===== config.mk =====
export PLATFORM = sky130hd
export DESIGN_NAME = fifo_burst_uart_tx_flat
export DESIGN_NICKNAME = d
export VERILOG_FILES = /design/src/rtl/fifo_burst_uart_tx_pkg.sv /design/src/rtl/fifo_burst_uart_tx_if.sv /design/src/rtl/fifo_burst_uart_tx_byte_serializer.sv /design/src/rtl/fifo_burst_uart_tx.sv /design/src/flat_wrapper.sv
export SDC_FILE = /design/constraint.sdc
export NUM_CORES = 1
export LEC_CHECK = 0
export CORE_MARGIN = 8
export CORE_UTILIZATION = 45
export CTS_BUF_LIST = sky130_fd_sc_hd__clkbuf_16
export DETAILED_ROUTE_END_ITERATION = 12
export GPL_ROUTABILITY_DRIVEN = 0
export PLACE_DENSITY = 0.71
export SYNTH_ARGS = -nofsm -noshare
export SYNTH_HDL_FRONTEND = slang
export SYNTH_HIERARCHICAL = 1
export SYNTH_SLANG_ARGS = --single-unit
export TNS_END_PERCENT = 1

===== constraint.sdc =====
create_clock -name clk -period 4.2 [get_ports clk]
set_clock_uncertainty 0.15 [all_clocks]
set_input_delay 0.84 -clock clk [delete_from_list [all_inputs] [get_ports clk]]
set_output_delay 0.84 -clock clk [all_outputs]
set_load 0.01 [all_outputs]

===== src/rtl/fifo_burst_uart_tx_pkg.sv =====
// fifo_uart_pkg: shared definitions for the burst FIFO-to-UART sender.
//   - FSM state encodings (plain localparams so legacy tools can read them)
//   - default sync header byte
//   - bytes_of(): number of bytes in a FIFO word
package fifo_uart_pkg;

  localparam logic [2:0] ST_IDLE = 3'd0;
  localparam logic [2:0] ST_HDR  = 3'd1;
  localparam logic [2:0] ST_READ = 3'd2;
  localparam logic [2:0] ST_LAT  = 3'd3;
  localparam logic [2:0] ST_LOAD = 3'd4;
  localparam logic [2:0] ST_SEND = 3'd5;
  localparam logic [2:0] ST_ACK  = 3'd6;
  localparam logic [2:0] ST_WAIT = 3'd7;

  localparam logic [7:0] DEFAULT_HDR_BYTE = 8'hA5;

  function automatic int unsigned bytes_of(input int unsigned data_w);
    return data_w / 8;
  endfunction

endpackage


===== src/rtl/fifo_burst_uart_tx_if.sv =====
// fifo_burst_uart_tx_if: FIFO read side and UART transmit side of the burst sender.
//   master modport: the sender (drives fifo_rdreq, tx_*, status pulses)
//   slave modport : the environment (FIFO + UART, drives flags, data, tx_busy)
interface fifo_burst_uart_tx_if #(
  parameter int unsigned DATA_W = 8
);
  logic              fifo_full;
  logic              fifo_empty;
  logic [DATA_W-1:0] fifo_q;
  logic              fifo_rdreq;
  logic              tx_busy;
  logic [7:0]        tx_data;
  logic              tx_start;
  logic              active;
  logic              burst_done;
  logic              underflow;

  modport master (
    input  fifo_full, fifo_empty, fifo_q, tx_busy,
    output fifo_rdreq, tx_data, tx_start, active, burst_done, underflow
  );

  modport slave (
    output fifo_full, fifo_empty, fifo_q, tx_busy,
    input  fifo_rdreq, tx_data, tx_start, active, burst_done, underflow
  );

endinterface


===== src/rtl/fifo_burst_uart_tx_byte_serializer.sv =====
// byte_serializer: holds one FIFO word and presents it a byte at a time, LSB first.
//   clk, rst   : clock, asynchronous active-high reset
//   load       : capture load_data, restart at byte 0, clear header flag
//   load_data  : FIFO word
//   hdr_load   : capture hdr_byte as a one-byte "word" and set the header flag
//   hdr_byte   : sync header value
//   shift      : advance to the next byte
//   byte_out   : current byte
//   last       : current byte is the last byte of the word
//   is_hdr     : current content is the header byte
module byte_serializer
  import fifo_uart_pkg::*;
#(
  parameter int unsigned DATA_W = 8
) (
  input  logic              clk,
  input  logic              rst,
  input  logic              load,
  input  logic [DATA_W-1:0] load_data,
  input  logic              hdr_load,
  input  logic [7:0]        hdr_byte,
  input  logic              shift,
  output logic [7:0]        byte_out,
  output logic              last,
  output logic              is_hdr
);

  localparam int unsigned BYTES = bytes_of(DATA_W);
  localparam int unsigned IW    = (BYTES > 1) ? $clog2(BYTES) : 1;

  logic [DATA_W-1:0] shift_q;
  logic [IW-1:0]     byte_idx_q;
  logic              hdr_q;

  always_ff @(posedge clk or posedge rst) begin
    if (rst) begin
      shift_q    <= '0;
      byte_idx_q <= '0;
      hdr_q      <= 1'b0;
    end else if (load) begin
      shift_q    <= load_data;
      byte_idx_q <= '0;
      hdr_q      <= 1'b0;
    end else if (hdr_load) begin
      shift_q    <= DATA_W'(hdr_byte);
      byte_idx_q <= '0;
      hdr_q      <= 1'b1;
    end else if (shift) begin
      shift_q    <= shift_q >> 8;
      byte_idx_q <= byte_idx_q + IW'(1);
    end
  end

  assign byte_out = shift_q[7:0];
  assign last     = (byte_idx_q == IW'(BYTES - 1));
  assign is_hdr   = hdr_q;

endmodule


===== src/rtl/fifo_burst_uart_tx.sv =====
// fifo_burst_uart_tx: when the capture FIFO is full, reads BURST_LEN words and sends each
// word to the UART transmitter as DATA_W/8 bytes, LSB first, one tx_start per byte.
//   clk, rst : clock, asynchronous active-high reset
//   bus      : fifo_burst_uart_tx_if.master
//              fifo_full/fifo_empty/fifo_q/fifo_rdreq : FIFO read port (registered latency)
//              tx_busy/tx_data/tx_start               : UART transmitter handshake
//              active/burst_done/underflow            : status
// Optional build macro BURST_HEADER_EN: send HDR_BYTE before the first word of each burst.
module fifo_burst_uart_tx
  import fifo_uart_pkg::*;
#(
  parameter int unsigned DATA_W    = 8,
  parameter int unsigned BURST_LEN = 512,
  parameter int unsigned RD_LAT    = 2,
  parameter logic [7:0]  HDR_BYTE  = DEFAULT_HDR_BYTE
) (
  input logic                  clk,
  input logic                  rst,
  fifo_burst_uart_tx_if.master bus
);

  localparam int unsigned WCW = $clog2(BURST_LEN + 1);

  if (DATA_W == 0 || (DATA_W % 8) != 0) begin : g_bad_data_w
    $error("DATA_W must be a non-zero multiple of 8");
  end
  if (BURST_LEN < 1 || BURST_LEN > 65535) begin : g_bad_burst_len
    $error("BURST_LEN must be in 1..65535");
  end
  if (RD_LAT < 1 || RD_LAT > 7) begin : g_bad_rd_lat
    $error("RD_LAT must be in 1..7");
  end

  logic [2:0]     state_q, state_d;
  logic [WCW-1:0] word_cnt_q, word_cnt_d, word_cnt_inc;
  logic [2:0]     lat_cnt_q, lat_cnt_d;
  logic           rdreq_q, rdreq_d;
  logic           tx_start_q, tx_start_d;
  logic [7:0]     tx_data_q, tx_data_d;
  logic           done_q, done_d;
  logic           uf_q, uf_d;
  logic           active_q;

  logic       ser_load, ser_hdr_load, ser_shift;
  logic [7:0] ser_byte;
  logic       ser_last, ser_is_hdr;

  byte_serializer #(
    .DATA_W(DATA_W)
  ) u_ser (
    .clk      (clk),
    .rst      (rst),
    .load     (ser_load),
    .load_data(bus.fifo_q),
    .hdr_load (ser_hdr_load),
    .hdr_byte (HDR_BYTE),
    .shift    (ser_shift),
    .byte_out (ser_byte),
    .last     (ser_last),
    .is_hdr   (ser_is_hdr)
  );

  assign word_cnt_inc = word_cnt_q + WCW'(1);

  always_comb begin
    state_d      = state_q;
    word_cnt_d   = word_cnt_q;
    lat_cnt_d    = lat_cnt_q;
    rdreq_d      = 1'b0;
    tx_start_d   = 1'b0;
    tx_data_d    = tx_data_q;
    done_d       = 1'b0;
    uf_d         = 1'b0;
    ser_load     = 1'b0;
    ser_hdr_load = 1'b0;
    ser_shift    = 1'b0;
    case (state_q)
      ST_IDLE: begin
        if (bus.fifo_full) begin
          word_cnt_d = '0;
`ifdef BURST_HEADER_EN
          state_d    = ST_HDR;
`else
          state_d    = ST_READ;
`endif
        end
      end
`ifdef BURST_HEADER_EN
      ST_HDR: begin
        ser_hdr_load = 1'b1;
        state_d      = ST_SEND;
      end
`endif
      ST_READ: begin
        if (bus.fifo_empty) begin
          uf_d    = 1'b1;
          state_d = ST_IDLE;
        end else begin
          // rdreq is registered, so the strobe is seen during the first LAT cycle;
          // LAT therefore lasts RD_LAT cycles so LOAD lines up with valid fifo_q.
          rdreq_d   = 1'b1;
          lat_cnt_d = 3'(RD_LAT - 1);
          state_d   = ST_LAT;
        end
      end
      ST_LAT: begin
        if (lat_cnt_q == 3'd0) begin
          state_d = ST_LOAD;
        end else begin
          lat_cnt_d = lat_cnt_q - 3'd1;
        end
      end
      ST_LOAD: begin
        ser_load = 1'b1;
        state_d  = ST_SEND;
      end
      ST_SEND: begin
        tx_data_d  = ser_byte;
        tx_start_d = 1'b1;
        state_d    = ST_ACK;
      end
      // tx_busy only rises the cycle after tx_start; ACK keeps WAIT from seeing stale idle.
      ST_ACK: begin
        state_d = ST_WAIT;
      end
      ST_WAIT: begin
        if (!bus.tx_busy) begin
          if (ser_is_hdr) begin
            state_d = ST_READ;
          end else if (!ser_last) begin
            ser_shift = 1'b1;
            state_d   = ST_SEND;
          end else begin
            word_cnt_d = word_cnt_inc;
            if (word_cnt_inc == WCW'(BURST_LEN)) begin
              done_d  = 1'b1;
              state_d = ST_IDLE;
            end else begin
              state_d = ST_READ;
            end
          end
        end
      end
      default: state_d = ST_IDLE;
    endcase
  end

  always_ff @(posedge clk or posedge rst) begin
    if (rst) begin
      state_q    <= ST_IDLE;
      word_cnt_q <= '0;
      lat_cnt_q  <= '0;
      rdreq_q    <= 1'b0;
      tx_start_q <= 1'b0;
      tx_data_q  <= '0;
      done_q     <= 1'b0;
      uf_q       <= 1'b0;
      active_q   <= 1'b0;
    end else begin
      state_q    <= state_d;
      word_cnt_q <= word_cnt_d;
      lat_cnt_q  <= lat_cnt_d;
      rdreq_q    <= rdreq_d;
      tx_start_q <= tx_start_d;
      tx_data_q  <= tx_data_d;
      done_q     <= done_d;
      uf_q       <= uf_d;
      active_q   <= (state_d != ST_IDLE);
    end
  end

  assign bus.fifo_rdreq = rdreq_q;
  assign bus.tx_start   = tx_start_q;
  assign bus.tx_data    = tx_data_q;
  assign bus.burst_done = done_q;
  assign bus.underflow  = uf_q;
  assign bus.active     = active_q;

endmodule


===== src/flat_wrapper.sv =====
// flat-port wrapper written by rule: the top's interface ports become plain ports
module fifo_burst_uart_tx_flat import fifo_uart_pkg::*;
#(
  parameter int unsigned DATA_W    = 8,
  parameter int unsigned BURST_LEN = 512,
  parameter int unsigned RD_LAT    = 2,
  parameter logic [7:0]  HDR_BYTE  = DEFAULT_HDR_BYTE
)
  (clk, rst, bus_fifo_full, bus_fifo_empty, bus_fifo_q, bus_tx_busy, bus_fifo_rdreq, bus_tx_data, bus_tx_start, bus_active, bus_burst_done, bus_underflow);
  fifo_burst_uart_tx_if #(.DATA_W(DATA_W)) bus_i ();
  input logic clk;
  input logic rst;
  input wire logic [$bits(bus_i.fifo_full)-1:0] bus_fifo_full;
  input wire logic [$bits(bus_i.fifo_empty)-1:0] bus_fifo_empty;
  input wire logic [$bits(bus_i.fifo_q)-1:0] bus_fifo_q;
  input wire logic [$bits(bus_i.tx_busy)-1:0] bus_tx_busy;
  output wire logic [$bits(bus_i.fifo_rdreq)-1:0] bus_fifo_rdreq;
  output wire logic [$bits(bus_i.tx_data)-1:0] bus_tx_data;
  output wire logic [$bits(bus_i.tx_start)-1:0] bus_tx_start;
  output wire logic [$bits(bus_i.active)-1:0] bus_active;
  output wire logic [$bits(bus_i.burst_done)-1:0] bus_burst_done;
  output wire logic [$bits(bus_i.underflow)-1:0] bus_underflow;
  assign bus_i.fifo_full = bus_fifo_full;
  assign bus_i.fifo_empty = bus_fifo_empty;
  assign bus_i.fifo_q = bus_fifo_q;
  assign bus_i.tx_busy = bus_tx_busy;
  assign bus_fifo_rdreq = bus_i.fifo_rdreq;
  assign bus_tx_data = bus_i.tx_data;
  assign bus_tx_start = bus_i.tx_start;
  assign bus_active = bus_i.active;
  assign bus_burst_done = bus_i.burst_done;
  assign bus_underflow = bus_i.underflow;
  fifo_burst_uart_tx #(.DATA_W(DATA_W), .BURST_LEN(BURST_LEN), .RD_LAT(RD_LAT), .HDR_BYTE(HDR_BYTE)) u_core (.clk(clk), .rst(rst), .bus(bus_i));
endmodule

======== Word level (Yosys, flattened, before mapping) ========
Cells that the tools add are included.
storage, ports and cells
  register bits after elaboration ......... 38
  logic and storage cells ................. 65
operators by class
  add/sub/neg operators ................... 3
  equal/unequal tests ..................... 12
  mux-type cells .......................... 31
  reductions and logical operators ........ 8
operators by type and width
  cell                                                                count
  10-bit two-way mux                                                  3
  3-bit case mux with 7 select lines                                  1
  10-bit case mux with 2 select lines                                 1
  3-bit two-way mux                                                   6
  8-bit two-way mux                                                   2
  1-bit two-way mux                                                   15
  3-bit == test, second input constant                                4
  10-bit by 1-bit adder with 10-bit output, second input constant     1
  10-bit == test, second input constant                               1
  2-bit != test, second input constant                                5
  3-bit by 2-bit == test with 1-bit output, second input constant     2
  3-bit zero test                                                     2
  3-bit case mux with 2 select lines                                  1
  2-bit nonzero test                                                  3
  2-bit two-way mux                                                   2
  4-bit AND reduction                                                 1
  3-bit AND reduction                                                 1
  3-bit nonzero test                                                  1
  3-bit by 1-bit subtractor with 3-bit output, second input constant  1
  1-bit adder, second input constant                                  1

======== Longest topological paths before layout ========
Gate-level depths: netlist of run 1.
  depth after elaboration ................. 7
  mapped depth ............................ 7
  mapped depth without buffers ............ 6

======== By module ========
Netlist of run 1, hierarchy kept.
modules (own cells, without submodules)
  module              instances  cells an instance  area each (um^2)  seq. area each (um^2)
  fifo_burst_uart_tx  1          173                1,521.5           725.7
  byte_serializer     1          50                 489.2             250.2

======== Least setup slack after synthesis of run 1 ========
Ideal clock, no wire load.
  kind .................................... in2reg
  from .................................... in bus_fifo_full
  to ...................................... reg u_core.word_cnt_q[3]
  setup time .............................. 140 ps
  arrival ................................. 1,690 ps
  data required time ...................... 3,910 ps
  slack ................................... 2,220 ps
  stages .................................. 6
  path buffers ............................ 1
  path through ............................ nor4b_2 -> o22ai_1 -> buf_2 -> a41o_1 -> nand2_1 -> o31ai_1
on the way
  cells in the longest elaborated chain, start to end .. 2
ends and longest elaborated chain
  what                                  RTL line                   text
  start: declaration                    flat_wrapper.sv:13         input wire logic [$bits(bus_i.fifo_full)-1:0] bus_fifo_full;
  2-bit != test (no source line)        --
  4-bit AND reduction (no source line)  --
  end signal: assignment                fifo_burst_uart_tx.sv:161  word_cnt_q <= word_cnt_d;
  end: declaration                      fifo_burst_uart_tx.sv:35   logic [WCW-1:0] word_cnt_q, word_cnt_d, word_cnt_inc;
No other way between the ends.
A chain may end at the register's enable or synchronous reset.

======== Worst setup path after layout of run 1 ========
  from .................................... in bus_fifo_full
  to ...................................... reg u_core.word_cnt_q[7]
The elaborated chain is that of the path after synthesis.

==> summary.md, run 1 <==
| Metric | Value |
|---|---|
| Post-synth ARST share | 100% |
| Clock Tree Buf Depth | 2 |
| Fin util | 57.7% |
| F_max | 387 MHz |
| Combinational Power Share | 31.5% |
| Antenna violations before repair | 0 |
| Ranking of synthesized cells by area | dfrtp_1, nand2_1, a21oi_1 |
| Reg2reg path depth | 4 |
| Post-synth EDFFs | 0 |
| Distinct cells, synth | 44 |
| RSZ-0062 raised after global routing | false |
| Main synth FF type | dfrtp_1 |
| Slew Viols, Final | 0 |
| Post-Route WL | 4450 um |
| Crit. End Element | register |
| Worst skew pair latency | 0.28 ns |
| Starting Density | 46.5% |
| First-pass GRT wire length | 7800 um |
| Post-synthesis compound-gate area fraction | 16.8% |
| PwrDens | 557 nW/um2 |
| Share of cells above drive strength 1 | 5.68% |
| Die area | 6860 um2 |
| CP top delay family | simple AND/OR/NAND/NOR gates |
| Hold_ws | 0.308 ns |
| Hold Buf Count CTS | 0 |
| CTS Buf Count | 5 |
| Largest family of logic cells by synthesized area | simple AND/OR/NAND/NOR gates |
| Chip width | approximately 83 um |
| Clock share of power | 25.5% |
| I/O Pins | 26 |
| Worst Hold Class | reg2reg |
| Total GRT Usage | 13.5% |
| Vias in the first global route | 1,679 |
| Final ANT Viol Nets | 0 |
| Via count | 1,670 |
| DP Area | 2360 um2 |
| Die height | between 80 and 90 um |
| Simple-gate share of the synthesized area | 27.2% |
| DP HPWL | 3010 um |
| Register area share after synthesis | between 40% and 50% |
| TNS Setup | 0 ns |
| DR vias/cell | 5.28 |
| # diodes | 0 |
| Psw | 462 uW |
| Synth Instances | between 200 and 250 |
| Outcome | complete, no violations |
| Maximum capacitance violations | 0 |
| Placed cell count | between 300 and 400 |
| Multiplexer area fraction after synthesis | 0% |
| Adder-cell area share of the yosys netlist | under 10% |
| Clock-pin slew on the worst setup and hold paths | 0.06 ns |
| WHS Path Cells | 2 |
| Per-cell routed wire length | 14.1 um |
| CP cell instances | clkdlybuf4s50_1 -> nor4b_2 -> o22ai_1 -> nor2_1 -> nand2_1 -> o21ai_0 |
| Port Buf Inserts | 25 |
| Yosys top cell area share | 48.5% |
| Worst EP arrival | about 2.6 ns |
| Cell area after layout | ~2500 um2 |
| Startpoint types | input port |
| Worst path slowest cell | clkdlybuf4s50_1 |
| Final setup vio count | 0 |
| Flop pwr share | 43.1% |
| Mapped Area | 2010 um2 |
| Nets | 279 |
| Max H-tree Level | 2 |
| Critical path class | in2reg |
| CP startpoint | bus_fifo_full |
| Required @ worst endpoint | 4.24 ns |
| Slew headroom | 47.6% |
| Synth Area in XOR/XNOR | 1.31% |
| Leak Pwr | 0.00112 uW |
| Crit Reg-Reg Startpoint | u_core/state_q[0] |
| Non-filler instance count after layout | 316 |
| Cell count along the critical path | 6 |
| FP Rows | 24 |
| Peak supply drop | 0.000330 V |
| Min Tclk post-route | 2.59 ns |
| Worst-path fanout max | 11 |
| Synth Warn # | 6 |
| Setup crit end | u_core/word_cnt_q[7] |
| Slack of the worst reg-to-reg path | 1.82 ns |
| Final Cycle Share | 61.6% |
| Internal Power | 927 uW |
| CP bufs+invs | 1 |
| Residual DRC | 0 |
| Post-CTS setup buffer count | 0 |
| Switching Fraction | 33.3% |
| Synth Register Bits | 39 |
| R2R Path End | u_core/word_cnt_q[1] |
| Final hold vios | 0 |
| Initial DRC count | 94 |
| Post-cts sizing count | 0 |
| Worst Tran Pin Value | 0.786 ns |
| Largest net degree at the start of global routing | 30 |
| Area leader, netlist | dfrtp_1 |
| Area delta synth->final | 24.0% |
| First-pass iteration count of the detailed router | 4 |
| Mapped Avg Cell Area | 9.02 um2 |
| Worst path max stage delay | about 0.45 ns |
| Clock sinks | 39 |
| Core area | 4320 um2 |
| TritonCTS clock tree | done |
| Global route overflow | 0 |
| Root Driver | clkbuf_16 |
## power groups by stage
stage / clock [uW] / sequential (uW) / combinational [uW]
after global placement: 0 / 596 / 429
after floorplan: 0 / 578 / 291
after CTS: 364 / 599 / 441
after global routing: 376 / 619 / 486
final: 354 / 598 / 437
after detailed placement: 0 / 605 / 438
## cells in the mapped netlist (5+ instances only)
| library cell | n |
|---|---|
| nand2_1 | 40 |
| dfrtp_1 | 39 |
| a21oi_1 | 19 |
| o21ai_0 | 17 |
| nor2_1 | 13 |
| nor2b_1 | 11 |
| inv_1 | 9 |
| or3b_1 | 8 |
| buf_2 | 6 |
| nor3_1 | 6 |
| nand3_1 | 5 |
## area by class of cell
class | instances | area [um2]
Timing Repair Buffer | 27 | 265
Sequential cell | 39 | 976
Tap cell | 52 | 65.1
Fill cell | 409 | 1830
Clock buffer | 5 | 125
Multi-Input combinational cell | 180 | 1010
Inverter | 10 | 37.5
Clock inverter | 3 | 12.5
## how the worst min path moves through the flow
stage | start | to | slack [ns]
after global placement | u_core/u_ser/byte_out[6] | u_core/bus.tx_data[6] | 0.29
final | u_core/u_ser/byte_out[6] | u_core/bus.tx_data[6] | 0.31
after global routing | u_core/u_ser/byte_out[1] | u_core/bus.tx_data[1] | 0.33
after detailed placement | u_core/u_ser/byte_out[2] | u_core/bus.tx_data[2] | 0.30
after floorplan | u_core/u_ser/byte_out[0] | u_core/bus.tx_data[0] | 0.28
after CTS | u_core/u_ser/byte_out[7] | u_core/bus.tx_data[7] | 0.32
## stage by stage
stage	setup slack (ns)	total power (uW)
CTS	1.59	1400
floorplan	2.22	869
finish	1.61	1390
detailed placement	1.32	1040
global route	1.37	1480
global placement	1.41	1030
## per-layer routing
metal  up-vias  global-route usage (%)  wire (um)
li1        845                       -          -
met1       774                    15.9       2090
met2        44                    22.4       2110
met3         7                    3.13        178
met4         0                    7.03         78
met5         -                       0          0
## sequential cells by signal, summed over array words and instances, names as in the netlist, 3 cells and up
name / count
u_core/word_cnt_q: 10
u_core/bus.tx_data: 8
u_core/u_ser/byte_out: 8
u_core/lat_cnt_q: 3
u_core/state_q: 3
## cell usage in the layout (no fill, tap or decap), types with 2 or more instances in the layout
cell type        count
a22o_1               2
clkdlybuf4s50_1     25
xnor2_1              2
or3b_1               8
nand4_1              2
ha_1                 3
o211ai_1             3
nor2b_1             11
o31ai_1              3
nand2b_1             2
a21oi_1             19
nand2_1             40
buf_4                2
nor2_1              13
and2_1               2
inv_1               11
and3_1               2
nand3_1              5
and4b_1              2
dfrtp_1             39
nor3_1               6
clkbuf_16            5
conb_1              17
o21ai_0             17
a31oi_1              2
## cell families (layout without fill, tap and decap cells)
| family | after synthesis | in the layout |
|---|---|---|
| XOR/XNOR | 3 | 3 |
| buffers and inverters | 19 | 45 |
| other | 2 | 17 |
| AND/OR/NAND/NOR | 102 | 102 |
| adder cells (fa/ha/maj) | 3 | 3 |
| AO/OA/AOI/OAI | 55 | 55 |
| flip-flops | 39 | 39 |
## worst reg2reg max path, delay by kind of cell, from the launching register on
family	cells	cell delay, ns
flip-flops	1	0.61
AO/OA/AOI/OAI	2	0.94
AND/OR/NAND/NOR	2	0.56
Note: power is estimated with default switching activity, not from simulation.
==> run 2: changes to the inputs <==
--- a/config.mk
+++ b/config.mk
@@ -10,7 +10,7 @@
 export CTS_BUF_LIST = sky130_fd_sc_hd__clkbuf_16
 export DETAILED_ROUTE_END_ITERATION = 12
 export GPL_ROUTABILITY_DRIVEN = 0
-export PLACE_DENSITY = 0.71
+export PLACE_DENSITY = 0.74
 export SYNTH_ARGS = -nofsm -noshare
 export SYNTH_HDL_FRONTEND = slang
 export SYNTH_HIERARCHICAL = 1
==> constraint.sdc (replaced) <==
create_clock -name clk -period 2.1 [get_ports clk]
set_clock_uncertainty 0.15 [all_clocks]
set_input_delay 0.42 -clock clk [delete_from_list [all_inputs] [get_ports clk]]
set_output_delay 0.42 -clock clk [all_outputs]
set_load 0.01 [all_outputs]
==> run 2 against run 1 <==
Against the previous run:
- sequential power increased by 97%
- highest routed layer unchanged
- critical path depth stayed put
- setup slack got worse by 1.5 ns
- clock power is 100% higher
- non-clock buffer count increased by 12
- critical endpoint is now u_core/bus.active
==> summary.md, run 2 (same netlist as run 1, synthesis figures left out) <==
| Metric | Value |
|---|---|
| Outcome | complete, no violations |
| Worst Hold Class | in2async |
| Final setup vio count | 0 |
| First-pass GRT wire length | 7880 um |
| Critical path class | reg2reg |
| Clock Tree Buf Depth | 2 |
| Required @ worst endpoint | 2.10 ns |
| CP cell instances | ha_1 -> and4_4 -> and3_1 -> o211ai_1 -> a2111oi_2 -> o21bai_1 |
| Largest net degree at the start of global routing | 19 |
| Global route overflow | 0 |
| Die area | 6860 um2 |
| CTS Buf Count | 5 |
| Min Tclk post-route | 2.00 ns |
| # diodes | 0 |
| Worst path max stage delay | 0.44 ns |
| Final ANT Viol Nets | 0 |
| Port Buf Inserts | 25 |
| Total GRT Usage | a little over an eighth |
| F_max | 500 MHz |
| Root Driver | clkbuf_16 |
| Clock-pin slew on the worst setup and hold paths | ~0.050 ns |
| Nets | about 290 |
| Max H-tree Level | 2 |
| Max reg flops | 10 |
| First-pass iteration count of the detailed router | 4 |
| PwrDens | 1100 nW/um2 |
| DP Area | ~2400 um2 |
| Core area | 4320 um2 |
| Crit. End Element | register |
| Area delta synth->final | 28.5% |
| Antenna violations before repair | 0 |
| Startpoint types | register |
| Worst EP arrival | ~2.0 ns |
| DR vias/cell | 5.17 |
| Via count | 1,695 |
| Commonest non-fill, non-tap cell in the layout | nand2_1 |
| RSZ-0062 raised after global routing | false |
| Power Total | around 2800 uW |
| Per-cell routed wire length | 13.4 um |
| Cell area after layout | 2580 um2 |
| Fin util | between 50% and 60% |
| Worst slack, placed | -0.0256 ns |
| Vias in the first global route | 1,697 |
| Largest register by flop count | u_core/word_cnt_q |
| Slew Viols, Final | 0 |
| Most frequent cells in the layout | nand2_1, dfrtp_1, clkdlybuf4s50_1 |
| Share of cells above drive strength 1 | 9.78% |
| Maximum capacitance violations | 0 |
| Post-Route WL | between 4000 and 5000 um |
| Post-CTS setup buffer count | 0 |
| TritonCTS clock tree | done |
| Final Cycle Share | 95.2% |
| Die height | 82.8 um |
| Starting Density | between 40 and 50% |
| Hold Buf Count CTS | 0 |
| Initial DRC count | 152 |
| FP Rows | 24 |
| I/O Pins | 26 |
| Chip width | 82.8 um |
| TNS Setup | 0 ns |
| Post-cts sizing count | 0 |
| DP HPWL | 3090 um |
| Worst-path fanout max | 6 |
| Worst path slowest cell | a2111oi_2 |
| Final hold vios | 0 |
| Peak supply drop | about 0.00074 V |
| Leak Pwr | 0.00118 uW |
| Residual DRC | 0 |
| Worst skew pair latency | around 0.28 ns |
| Final worst slack | 0.100 ns |
| Clock sinks | 39 |
[run 2: changes by cell type in the layout (fill, tap and decap cells not counted), sizes merged]
cell / before / now
buf: 2 / 14
[run 2: per-stage QoR]
step	std cells	hold WS (ns)
after floorplan	238	0.110
after global placement	320	0.290
after detailed placement	320	0.302
after CTS	328	0.317
after global routing	328	0.348
final	328	0.311
[run 2: metal layers]
metal / track usage [%] / vias up / share of wire (%)
met5: 0 / - / 0
met4: 5.91 / 0 / 1.4
met3: 3.71 / 4 / 4.5
met2: 21.0 / 40 / 47
met1: 17.3 / 782 / 47
li1: - / 869 / -
[run 2: final timing paths]
| path | from | cells past startpoint | end | slack (ns) |
|---|---|---|---|---|
| worst max-delay path | u_core/word_cnt_q[0] | 6 | u_core/bus.active | 0.10 |
| worst min-delay path | rst | 2 | u_core/u_ser/byte_out[4] | 0.31 |
| worst max register to register | u_core/word_cnt_q[0] | 6 | u_core/bus.active | 0.10 |
| worst min register to register | u_core/u_ser/byte_out[7] | 2 | u_core/bus.tx_data[7] | 0.31 |
| max in group asynchronous | rst | 2 | u_core/u_ser/byte_out[7] | 1.19 |
| min in group clk | u_core/u_ser/byte_out[7] | 2 | u_core/bus.tx_data[7] | 0.31 |
[run 2: area by class of cell]
class | count | area [um2]
inverter | 10 | 37.5
timing repair buffer | 39 | 355
tap | 52 | 65.1
fill | 383 | 1740
sequential | 39 | 976
multi-input combinational | 180 | 1010
clock buffer | 5 | 125
clock inverter | 3 | 12.5
[run 2: critical path, delay by kind of cell, from the launching register on]
kind	cells	cell delay [ns]
DFF	1	0.43
and+or+nand+nor	2	0.41
adders and majority gates	1	0.20
AOI/OAI and AO/OA	3	0.68
[run 2: where the power goes]
group          switching (uW)  internal (uW)  total, uW  leakage [uW]
Combinational             458            496        954      0.000603
Sequential                195            983       1180      0.000498
Clock                     278            429        707     0.0000762
Total                     931           1910       2840       0.00118
==> patch: new RTL, flow settings as in run 2 <==
The option `BURST_HEADER_EN` is turned on by a define.
--- a/src/rtl/fifo_burst_uart_tx.sv
+++ b/src/rtl/fifo_burst_uart_tx.sv
@@ -6,6 +6,8 @@
 //              tx_busy/tx_data/tx_start               : UART transmitter handshake
 //              active/burst_done/underflow            : status
 // Optional build macro BURST_HEADER_EN: send HDR_BYTE before the first word of each burst.
+`define BURST_HEADER_EN
+
 module fifo_burst_uart_tx
   import fifo_uart_pkg::*;
 #(
Behaviour: not the same (Yosys sat finds a counterexample within 4 cycles, from zero or initial values and one cycle with rst high).
==> patch against run 2 <==
- wire length is 2.6% lower
- sequential cell count stayed put
- cell count is 4.9% lower
- power is 20% higher
- synthesized area is 6.3% higher
- count of clock-buffer cells in the layout stayed put
- cell area is 0.92% higher
- first-iteration DRC count is 61% lower
- synthesized cell count is 0.90% higher
- setup slack better by 0.057 ns
- non-clock buffer count is 8 lower
- critical endpoint unchanged
- largest cell class unchanged
==> patch: results (changes against run 2) <==
Power and ir drop
  • VDD IR max: 0.773 mV (was 0.744 mV)
  • Leak pwr: 0.00110 uW (was 0.00118 uW)

Worst setup path
  • Max incr delay on CP: 0.46 ns (was 0.44 ns)
  • Crit-path slowest cell: dfrtp_1 (was a2111oi_2)
  • Crit-path max FO: 7 (was 6)
  • Critical path's top delay family: simple AND/OR/NAND/NOR gates (was compound AO/OA/AOI/OAI gates)
  • Crit path DAT: 1.95 ns (was 2.00 ns)

Layout
  • Layout fillers: 393 (was 383)
  • Share of layout cells above drive strength 1: 11.6% (was 9.78%)
  • Diodes inserted: 0 (unchanged)
  • Signal buffers share of area: 11.3% (was 13.8%)
  • Fin cells: 312 (was 328)
  • Non-clk bufs: 31 (was 39)
  • Multi-In Gates: 170 (was 180)
  • Fraction of area in multi-input gates: 40.9% (was 39.2%)
  • Clock-cell share: 6.29% (was 5.33%)
  • Area of the multi-input gates: 1070 sq um (was 1010 sq um)
  • Final #Nets: 273 (was 291)

Global route
  • Largest net degree at the start of global routing: 30 (was 19)
  • Met2 usage: 19.5% (was 21.0%)
  • Met1 Usage GRT: 16.1% (was 17.3%)
  • First-pass GRT wire length: 7.44 mm (was 7.88 mm)
  • Vias in the first global route: 1,591 (was 1,697)

Route
  • WL final: 4.29 mm (was 4.41 mm)
  • Initial DRC Count: 60 (was 152)
  • TritonRoute pass-1 iters: 4 (unchanged)
  • DR WL met3: 174 um (was 200 um)
  • DR vias/cell: 5.27 (was 5.17)
  • Metal-1 WL: 2.05 mm (was 2.09 mm)
  • Top sig layer: met4 (unchanged)
  • Met2 WL post-DR: 2.00 mm (was 2.05 mm)

Outcome
  • Status: completed (unchanged)

Placed design
  • Hpwl dp: 3.00 mm (was 3.09 mm)
  • Placed Cells: 304 (was 320)
  • DP Area: 2440 sq um (was 2450 sq um)

Yosys
  • Mux contribution to synthesized area: 4.22% (was 0%)
  • Synth cell count leaders: dfrtp_1 (39), a21oi_1 (23), nand2_1 (18), nor2_1 (17) (was nand2_1 (40), dfrtp_1 (39), a21oi_1 (19), o21ai_0 (17), nor2_1 (13))
  • Post-Synth Adder-Cell Area: 1.76% (was 1.87%)
  • XOR/XNOR Fraction of Synth Area: 0.820% (was 1.31%)
  • Seq/Total Area, Yosys: 45.7% (was 48.5%)
  • Largest cells by area after synthesis: dfrtp_1 (46%), a21oi_1 (5.4%), mux2_2 (4.2%), nor2b_1 (3.8%), or3b_1 (3.3%) (was dfrtp_1 (49%), nand2_1 (7.5%), a21oi_1 (4.7%), o21ai_0 (4.2%), or3b_1 (3.5%))
  • Yosys cell types: 46 (was 44)
  • Synth Area in Compound Gates: 18.1% (was 16.8%)
  • Synth Instances: 225 (was 223)

Min path
  • Hold crit path type: in -> async (unchanged)

Clock network
  • # Post-CTS Setup Buffers: 0 (unchanged)
patch: changes by cell type after synthesis, moves of 3 or more:
cell,delta
a21oi_1,+4
buf_4,+4
clkbuf_1,-3
mux2_2,+8
nand2_1,-22
nand4_1,+3
nor2_1,+4
o21ai_0,-12
o21ai_1,+12
o41ai_1,+3
patch: worst paths after layout:
check | startpoint | end | slack (ns) | cells past startpoint
setup / recovery | u_core/word_cnt_q[0] | u_core/bus.active | 0.16 | 6
hold / removal | rst | u_core/u_ser/byte_out[3] | 0.31 | 2
setup reg to reg | u_core/word_cnt_q[0] | u_core/bus.active | 0.16 | 6
hold reg to reg | u_core/lat_cnt_q[1] | u_core/lat_cnt_q[1] | 0.34 | 2
max in group asynchronous | rst | u_core/bus.underflow | 1.12 | 3
min in group clk | u_core/lat_cnt_q[1] | u_core/lat_cnt_q[1] | 0.34 | 2
patch: power breakdown:
group | internal (uW) | switching, uW | total (uW)
Clock | 554 | 295 | 849
Combinational | 677 | 624 | 1300
Sequential | 1020 | 239 | 1260
